**config.mk**
```make
export PLATFORM = sky130hd
export DESIGN_NAME = hamming_encoder_tx_flat
export DESIGN_NICKNAME = d
export VERILOG_FILES = /design/src/rtl/hamming_encoder_tx_if.sv /design/src/rtl/hamming_encoder_tx.sv /design/src/flat_wrapper.sv
export SDC_FILE = /design/constraint.sdc
export NUM_CORES = 1
export LEC_CHECK = 0
export CAP_MARGIN = 5
export CORE_AREA = 2 2 67 69
export CTS_BUF_LIST = sky130_fd_sc_hd__clkbuf_4 sky130_fd_sc_hd__clkbuf_8
export DETAILED_ROUTE_END_ITERATION = 16
export DIE_AREA = 0 0 69 71
export PLACE_DENSITY = 0.75
export SLEW_MARGIN = 25
export SYNTH_ARGS = -nofsm -noshare
export SYNTH_HDL_FRONTEND = slang
export SYNTH_SLANG_ARGS = --single-unit
```
**constraint.sdc**
```tcl
create_clock -name clk -period 2.17 [get_ports clk]
set_input_delay 0.434 -clock clk [delete_from_list [all_inputs] [get_ports clk]]
set_output_delay 0.434 -clock clk [all_outputs]
set_load 0.1 [all_outputs]
```
**src/rtl/hamming_encoder_tx_if.sv**
```systemverilog
// Word-request handshake between a producer and the Hamming(15,11) serial transmitter.
// err_pos travels with data_in so a test fault can be injected into a single frame.
interface hamming_encoder_tx_if;
  logic        valid;
  logic        ready;
  logic [10:0] data_in;
  logic [3:0]  err_pos;

  modport master (output valid, output data_in, output err_pos, input ready);
  modport slave  (input valid, input data_in, input err_pos, output ready);
endinterface

```
**src/rtl/hamming_encoder_tx.sv**
```systemverilog
// Hamming(15,11) even-parity encoder with a serial MSB-first transmitter.
// The line sits at IDLE_LEVEL outside frames, and FRAME_GAP idle cycles follow each frame.
module hamming_encoder_tx #(
  parameter logic        IDLE_LEVEL = 1'b0,
  parameter int unsigned FRAME_GAP  = 1
) (
  input  logic                       clk,
  input  logic                       rst,
  input  logic                       device_en,
  hamming_encoder_tx_if.slave        bus,
  output logic                       serial_out,
  output logic                       tx_active,
  output logic                       frame_done
);

  typedef enum logic [1:0] {
    IDLE  = 2'd0,
    SHIFT = 2'd1,
    GAP   = 2'd2
  } state_t;

  state_t      state_reg;
  logic [14:0] shift_reg;
  logic [3:0]  bit_cnt_reg;
  logic [1:0]  gap_cnt_reg;
  logic        ready_ok_reg;
  logic        tx_active_reg;
  logic        frame_done_reg;

  logic [14:0] data_word;
  logic [3:0]  parity_bits;
  logic [14:0] code_word;
  logic        ready;
  logic        transfer;

  // Codeword position (1..15) that carries data bit i.
  function automatic int data_pos(input int i);
    if (i == 0)
      return 3;
    else if (i < 4)
      return i + 4;
    else
      return i + 5;
  endfunction

  // Every codeword position whose index has bit k set.
  function automatic logic [14:0] parity_mask(input int k);
    logic [14:0] m;
    m = '0;
    for (int p = 1; p < 16; p++) begin
      if (p[k])
        m[p-1] = 1'b1;
    end
    return m;
  endfunction

  always_comb begin
    data_word = '0;
    for (int i = 0; i < 11; i++)
      data_word[data_pos(i)-1] = bus.data_in[i];
  end

  // Parity positions are zero in data_word, so the mask may include them harmlessly.
  genvar gi;
  generate
    for (gi = 0; gi < 4; gi++) begin : g_parity
      assign parity_bits[gi] = ^(data_word & parity_mask(gi));
    end
  endgenerate

  always_comb begin
    code_word     = data_word;
    code_word[0]  = parity_bits[0];
    code_word[1]  = parity_bits[1];
    code_word[3]  = parity_bits[2];
    code_word[7]  = parity_bits[3];
    if (bus.err_pos != 4'd0)
      code_word[bus.err_pos - 4'd1] = ~code_word[bus.err_pos - 4'd1];
  end

  // ready_ok_reg keeps READY low during reset and releases it on the first clock edge.
  assign ready     = ready_ok_reg && (state_reg == IDLE) && device_en;
  assign bus.ready = ready;
  assign transfer  = bus.valid && ready;

  always_ff @(posedge clk or posedge rst) begin
    if (rst) begin
      state_reg      <= IDLE;
      shift_reg      <= '0;
      bit_cnt_reg    <= '0;
      gap_cnt_reg    <= '0;
      ready_ok_reg   <= 1'b0;
      tx_active_reg  <= 1'b0;
      frame_done_reg <= 1'b0;
    end else begin
      ready_ok_reg   <= 1'b1;
      frame_done_reg <= 1'b0;
      case (state_reg)
        IDLE: begin
          if (transfer) begin
            shift_reg     <= code_word;
            bit_cnt_reg   <= 4'd0;
            tx_active_reg <= 1'b1;
            state_reg     <= SHIFT;
          end
        end
        SHIFT: begin
          shift_reg <= {shift_reg[13:0], 1'b0};
          if (bit_cnt_reg == 4'd14) begin
            tx_active_reg <= 1'b0;
            if (FRAME_GAP == 0) begin
              state_reg <= IDLE;
            end else begin
              state_reg   <= GAP;
              gap_cnt_reg <= 2'(FRAME_GAP - 1);
            end
          end else begin
            bit_cnt_reg    <= bit_cnt_reg + 4'd1;
            frame_done_reg <= (bit_cnt_reg == 4'd13);
          end
        end
        GAP: begin
          if (gap_cnt_reg == 2'd0)
            state_reg <= IDLE;
          else
            gap_cnt_reg <= gap_cnt_reg - 2'd1;
        end
        default: state_reg <= IDLE;
      endcase
    end
  end

  assign serial_out = tx_active_reg ? shift_reg[14] : IDLE_LEVEL;
  assign tx_active  = tx_active_reg;
  assign frame_done = frame_done_reg;

endmodule

```
**src/flat_wrapper.sv**
```systemverilog
// flat-port wrapper written by rule: the top's interface ports become plain ports
module hamming_encoder_tx_flat 
#(
  parameter logic        IDLE_LEVEL = 1'b0,
  parameter int unsigned FRAME_GAP  = 1
)
  (clk, rst, device_en, serial_out, tx_active, frame_done, bus_valid, bus_data_in, bus_err_pos, bus_ready);
  hamming_encoder_tx_if bus_i ();
  input  logic clk;
  input  logic rst;
  input  logic device_en;
  output logic serial_out;
  output logic tx_active;
  output logic frame_done;
  input wire logic [$bits(bus_i.valid)-1:0] bus_valid;
  input wire logic [$bits(bus_i.data_in)-1:0] bus_data_in;
  input wire logic [$bits(bus_i.err_pos)-1:0] bus_err_pos;
  output wire logic [$bits(bus_i.ready)-1:0] bus_ready;
  assign bus_i.valid = bus_valid;
  assign bus_i.data_in = bus_data_in;
  assign bus_i.err_pos = bus_err_pos;
  assign bus_ready = bus_i.ready;
  hamming_encoder_tx #(.IDLE_LEVEL(IDLE_LEVEL), .FRAME_GAP(FRAME_GAP)) u_core (.clk(clk), .rst(rst), .device_en(device_en), .bus(bus_i), .serial_out(serial_out), .tx_active(tx_active), .frame_done(frame_done));
endmodule
```
==> summary.txt, run 1 <==
Cells and area
  • Most frequent cells in the layout: buf_4, dfrtp_1, nand2_1
  • Area delta synth->final: 41.30%
  • Final Util: 67.92%
  • Ant. Diodes: 0
  • Commonest non-fill, non-tap cell in the layout: buf_4
  • Layout cell share with drive strength beyond 1: 36.17%
  • # fillers: 319
  • Nets: between 300 and 400
  • Max reg flops: 15

Clocking
  • H-Tree Depth: 1
  • Root buffer cell: clkbuf_8
  • CTS Hold Bufs: 0
  • CTS max path bufs: 2
  • CTS tree: yes
  • Clock transition at path regs: 0.10 ns
  • Cts bufs inserted: 3
  • Worst-Skew Late Latency: about 0.28 ns
  • Clock sinks: 26

Global routing
  • Number of antenna violations at the first check in global routing: 0
  • Global-route wire length before repair: 9.211 mm
  • Global route overflow: 0
  • Gr usage total: 22.85%
  • Vias in the first global route: 2010
  • Largest net degree at the start of global routing: 27

Worst setup path
  • Crit path largest cell delay: 0.41 ns
  • Max FO, Critical Path: 8
  • CP bufs+invs: 1
  • CP required: 2.33 ns
  • Critical-path cell list: buf_6 > xnor3_2 > xnor3_1 > and4bb_4 > a211oi_4 > nor2b_4 > a31oi_1
  • Critical Path AT: 2.31 ns
  • Slowest stage cell, crit path: xnor3_1
  • Critical Path Start Type: primary input
  • CP Class: in2reg
  • Crit end category: flip-flop
  • Delay-heaviest family, CP: XOR/XNOR gates
  • R2r setup slk: around 0.59 ns

Power
  • Total power: 2.463 mW
  • PwrDens: about 860 nW/um^2
  • Peak VDD IR: 0.4163 mV
  • Static Leakage: 1.332 nW

Place
  • GP Congestion: 0.8888
  • IO buf count: 22
  • Hpwl dp: 4.182 mm

Timing
  • Final Hold Fails: 0
  • Final period util: a little under 100%
  • Clk_skew: ~0.0081 ns
  • Worst hold margin: 0.4905 ns
  • Unrepaired setup endpoints after global routing: yes
  • Tmin final: 2.157 ns
  • Number of setup violations in the final report: 0
  • Final Max Tran Viols: 0
  • Total Neg Setup Slack: 0 ns
  • Fmax: 0.4637 GHz

Synthesis
  • Top FF cell, synth: dfrtp_1
  • Synth Net Count: between 200 and 250
  • Seq/Total Area, Yosys: 32.20%
  • Syn Std Cell Area: 2021 um^2
  • Synth Area in Compound Gates: 25.57%
  • Simple logic cell fraction of the synthesized area: 19.07%
  • Number of synthesized flops with an enable pin: 0
  • Yosys warnings: 0
  • Syn Inst Count: 217
  • Largest family of logic cells by synthesized area: compound AO/OA/AOI/OAI gates
  • Syn_area_per_cell: 9.312 um^2
  • XOR/XNOR Fraction of Synth Area: 10.46%
  • Share of flip-flops with an asynchronous set or reset: 100.0%
  • Mux contribution to synthesized area: approximately 2.6%
  • Synth cell types: 53
  • Adder-Cell Fraction of Synth Area: 5.573%
  • Register bit total from synthesis: 26

Die
  • Core Rows: 24
  • Die width: 69 um
  • Core box area: roughly 4200 um^2
  • Initial Util: about half
  • I/O pin count: 23
  • Die Footprint: a little under 5000 um^2
  • Die H: around 70 um

Hold path
  • Hold crit path type: in2async

Route
  • DRT Wirelength: about 5.7 mm
  • Detailed-route wire length per cell: 17.21 um
  • # DRC: 0
  • Routed vias/inst: between 5 and 6
  • DRT Pass-1 Iters: 4
  • Initial drt markers: 168
  • Vias: 1964
  • Final ANT Viol Nets: 0

Run status
  • Status: complete, no violations

Flow run
  • Maxcap violations: 0
-- metal layers --
layer  GRT usage (%)  routed length [um]  share of wire, %
met5               0                   0                 0
met4           7.843                 172               3.0
met3           3.134                 278               4.8
met2           40.06                2813                49
met1           29.08                2481                43
-- power by group --
group / total (mW) / internal [mW] / switching [mW]
clock: 0.413 / 0.248 / 0.165
combinational: 1.24 / 0.541 / 0.699
sequential: 0.811 / 0.658 / 0.153
-- cell usage after synthesis, types with 2 or more instances --
library cell	n	area share, %
a21oi_1	16	4.0
nand3b_1	2	0.74
o31ai_2	3	1.9
mux2i_1	3	1.5
a22o_1	3	1.3
a221oi_1	5	2.2
o21a_1	2	0.74
nor2_1	12	2.2
xnor2_1	9	3.9
dfrtp_1	26	32
nand3_1	6	1.5
xnor3_1	3	3.3
o21ai_0	9	2.2
a311oi_1	3	1.3
or3_1	2	0.62
inv_1	10	1.9
and3_1	7	2.2
nand2_1	19	3.5
nand4_1	3	0.93
ha_1	9	5.6
clkbuf_1	6	1.1
xor2_1	2	0.87
a22oi_1	2	0.74
nor2b_1	2	0.62
o21ai_1	4	0.99
mux2_2	2	1.1
nor3_1	2	0.50
xnor3_2	2	2.4
nand2b_1	5	1.5
a221o_1	6	3.0
and2_1	3	0.93
a31oi_1	8	2.5
-- worst register-to-register path, cell delays in order, from the launching register on --
cell      delay (ns)
dfrtp_1         0.48
nor2_1          0.18
nand2b_1        0.26
and3_1          0.29
a221o_1         0.26
-- timing repair --
action	4_1_cts	5_1_grt
pin swaps	20	10
resized for setup	36	17
setup endpoints to repair	15	15
setup buffers	1	3
-- logic make-up (layout without fill, tap and decap cells) --
group	Yosys count	count (layout)
AOI/OAI and AO/OA	71	71
and+or+nand+nor	69	69
DFF	26	26
buffers and inverters	20	85
xor gates and xnor gates	16	16
adders and majority gates	9	9
muxes	5	5
other	1	1
-- through the flow --
step | worst slack, ns | instances | cell area (um^2)
2_1_floorplan | -0.02895 | 217 | 2087
3_3_place_gp | -0.6177 | 326 | 2634
3_5_place_dp | -0.6635 | 326 | 2634
4_1_cts | 0.004739 | 331 | 2788
5_1_grt | -0.04021 | 334 | 2855
6_report | 0.01322 | 334 | 2855
-- cell type report --
type | count | area (um^2) | area share (%)
multi-input combinational | 171 | 1451 | 50.83
tap | 52 | 65.06 | 2.279
clock buffer | 3 | 41.29 | 1.446
sequential | 26 | 650.6 | 22.79
clock inverter | 1 | 30.03 | 1.052
timing repair buffer | 71 | 574.3 | 20.11
inverter | 10 | 42.54 | 1.490
-- worst paths after layout --
check / start / end / depth (start not counted)
min reg2reg: u_core.shift_reg[4] / u_core.shift_reg[5] / 1
min: rst / u_core.gap_cnt_reg[1] / 3
max reg2reg: u_core.state_reg[1] / u_core.shift_reg[7] / 4
max: bus_data_in[6] / u_core.shift_reg[2] / 7
min in group clk: u_core.shift_reg[4] / u_core.shift_reg[5] / 1
max in group asynchronous: rst / u_core.shift_reg[10] / 3
Note: power is estimated with default switching activity, not from simulation.
==> run 2, diff against run 1 <==
--- a/config.mk
+++ b/config.mk
@@ -10,7 +10,7 @@
 export CTS_BUF_LIST = sky130_fd_sc_hd__clkbuf_4 sky130_fd_sc_hd__clkbuf_8
 export DETAILED_ROUTE_END_ITERATION = 16
 export DIE_AREA = 0 0 69 71
-export PLACE_DENSITY = 0.75
+export PLACE_DENSITY = 0.71
 export SLEW_MARGIN = 25
 export SYNTH_ARGS = -nofsm -noshare
 export SYNTH_HDL_FRONTEND = slang
==> run 2 against run 1 <==
Clock power fell by 3%; first-iteration DRC count up 6.0%; clock skew is 0.0069 ns lower; wire length fell by 6.4%; non-clock buffer count grew 2; combinational power about the same; clock-buffer cell count did not move; sequential share of layout area is 0.19 points lower; critical path type unchanged; critical endpoint unchanged; largest cell class unchanged; highest routed layer unchanged.
==> summary.txt, run 2 (synthesis gave the netlist of run 1 again) <==
Run status
  • Status: complete, no violations

Worst setup path
  • CP Class: in2reg
  • CP required: 2.32 ns (about the same)
  • Critical Path Start Type: primary input
  • Crit end category: flip-flop
  • Critical Path AT: 2.29 ns (-0.02 ns)
  • Max FO, Critical Path: 8 (unchanged)

Power
  • Static Leakage: 1.345 nW (+0.97%)
  • Peak VDD IR: 0.4335 mV (+4.1%)
  • PwrDens: 844.6 nW/um^2 (-2.1%)

Timing
  • Final period util: 98.87% (-0.52 points)
  • Worst hold margin: 0.4295 ns (-0.06096 ns)
  • Number of setup violations in the final report: 0 (unchanged)
  • Tmin final: 2.145 ns (-0.01135 ns)
  • Final Max Tran Viols: 0 (unchanged)
  • Clk_skew: 0.001226 ns (-0.006914 ns)
  • Final Hold Fails: 0 (unchanged)
  • Fmax: 0.4661 GHz (+0.53%)
  • Worst Slack Setup Final: 0.02457 ns (+0.01135 ns)

Route
  • Vias: 1939 (-1.3%)
  • Initial drt markers: 178 (+6.0%)
  • Detailed-route wire length per cell: 16.01 um (-6.9%)
  • Final ANT Viol Nets: 0 (unchanged)
  • DRT Pass-1 Iters: 4 (unchanged)
  • Routed vias/inst: 5.771 (-1.9%)
  • # DRC: 0 (unchanged)
  • DRT Wirelength: 5.380 mm (-6.4%)

Clocking
  • H-Tree Depth: 1 (unchanged)
  • Clock sinks: 26 (unchanged)
  • CTS max path bufs: 2 (unchanged)
  • Cts bufs inserted: 3 (unchanged)
  • CTS tree: yes
  • Clock transition at path regs: 0.09 ns (about the same)
  • Root buffer cell: clkbuf_8
  • Worst-Skew Late Latency: 0.27 ns (about the same)

Place
  • Place WS: -0.7233 ns (-0.05979 ns)
  • Hpwl dp: 3.940 mm (-5.8%)
  • IO buf count: 22 (unchanged)
  • Dpl cells: 327 (+0.31%)
  • GP Congestion: 0.8980 (+1.0%)

Global routing
  • Global route overflow: 0 (unchanged)
  • Vias in the first global route: 1852 (-7.9%)
  • Number of antenna violations at the first check in global routing: 0 (unchanged)
  • GR Util met2: 36.65% (-3.4 points)
  • GR peak layer: met2
  • Met1 Usage GRT: 32.79% (+3.7 points)
  • Grt met3 use: 2.707% (-0.43 points)
  • Gr usage total: 22.54% (-0.31 points)
  • Largest net degree at the start of global routing: 18 (-33%)
  • Global-route wire length before repair: 9.011 mm (-2.2%)

Cells and area
  • Max reg flops: 15 (unchanged)
  • Commonest non-fill, non-tap cell in the layout: buf_4
  • Nets: 313 (+0.64%)
  • Layout cell share with drive strength beyond 1: 37.32% (+1.2 points)
  • Reg area: 650.6 um^2 (unchanged)
  • Ant. Diodes: 0 (unchanged)
  • Final Util: 68.48% (+0.57 points)
  • Multi-input logic area: 1451 um^2 (unchanged)
  • Area delta synth->final: 42.48%
  • # fillers: 321 (+0.63%)
  • Most frequent cells in the layout: buf_4, dfrtp_1, nand2_1
  • Non-Filler Instances: 336 (+0.60%)

Die
  • Initial Util: 48.07% (unchanged)
  • Core Rows: 24 (unchanged)
  • Die Footprint: 4899 um^2 (unchanged)
  • Core box area: 4204 um^2 (unchanged)
  • Die width: 69 um (unchanged)
  • I/O pin count: 23 (unchanged)
  • Die H: 71 um (unchanged)

Hold path
  • Hold crit path type: in2async

Flow run
  • Maxcap violations: 0 (unchanged)
run 2: cell count changes in the layout (fill, tap and decap cells not counted), sizes merged:
cell and delta:
clkbuf +1, dlymetal6s2s +1, dlygate4sd2 -2, buf +1, clkdlybuf4s15 +1
run 2: repair_timing:
action / 4_1_cts / 5_1_grt
resized for setup: 28 / 26
setup endpoints to repair: 15 / 15
gates cloned: 0 / 0
hold buffers: 0 / 0
pin swaps: 12 / 11
setup buffers: 5 / 0
run 2: worst paths after layout:
kind,startpoint,slack [ns],cells after the start,end
max,bus_data_in[8],0.02,8,u_core.shift_reg[2]
min reg2reg,u_core.shift_reg[4],0.51,1,u_core.shift_reg[5]
max reg2reg,u_core.state_reg[1],0.64,4,u_core.shift_reg[7]
min in group clk,u_core.shift_reg[4],0.51,1,u_core.shift_reg[5]
min,rst,0.43,2,u_core.ready_ok_reg
max in group asynchronous,rst,1.19,3,u_core.shift_reg[1]
run 2: cell type report:
class	count	area share, %
clock inverters	1	1.043
multi-input cells	171	50.41
flip-flops and latches	26	22.60
well taps	52	2.260
repair buffers	73	20.77
clock buffers	3	1.434
inverters	10	1.478
run 2: layer usage:
metal | vias to the layer above | routed length, um
met3 | 8 | 197
li1 | 943 | -
met5 | - | 0
met4 | 0 | 68
met2 | 55 | 2610
met1 | 933 | 2505
run 2: metrics by stage:
step	TNS, ns	power [mW]	cell area, um^2
2_1_floorplan	-0.09126	1.603	2087
3_3_place_gp	-9.242	1.923	2641
5_1_grt	-0.002064	2.597	2879
6_report	0	2.432	2879
3_5_place_dp	-9.733	1.950	2641
4_1_cts	0	2.390	2818
run 2: worst max-delay path, stage by stage:
cell	delay [ns]
dlygate4sd2_1	0.27
buf_6	0.14
xnor2_2	0.13
xnor3_2	0.43
a21oi_4	0.08
a211oi_4	0.33
nor2b_4	0.35
a31oi_1	0.13
run 2: power breakdown:
part           internal, mW  switching, mW  total, mW
Sequential            0.658          0.144      0.802
Clock                 0.247          0.153      0.400
Combinational         0.544          0.685       1.23
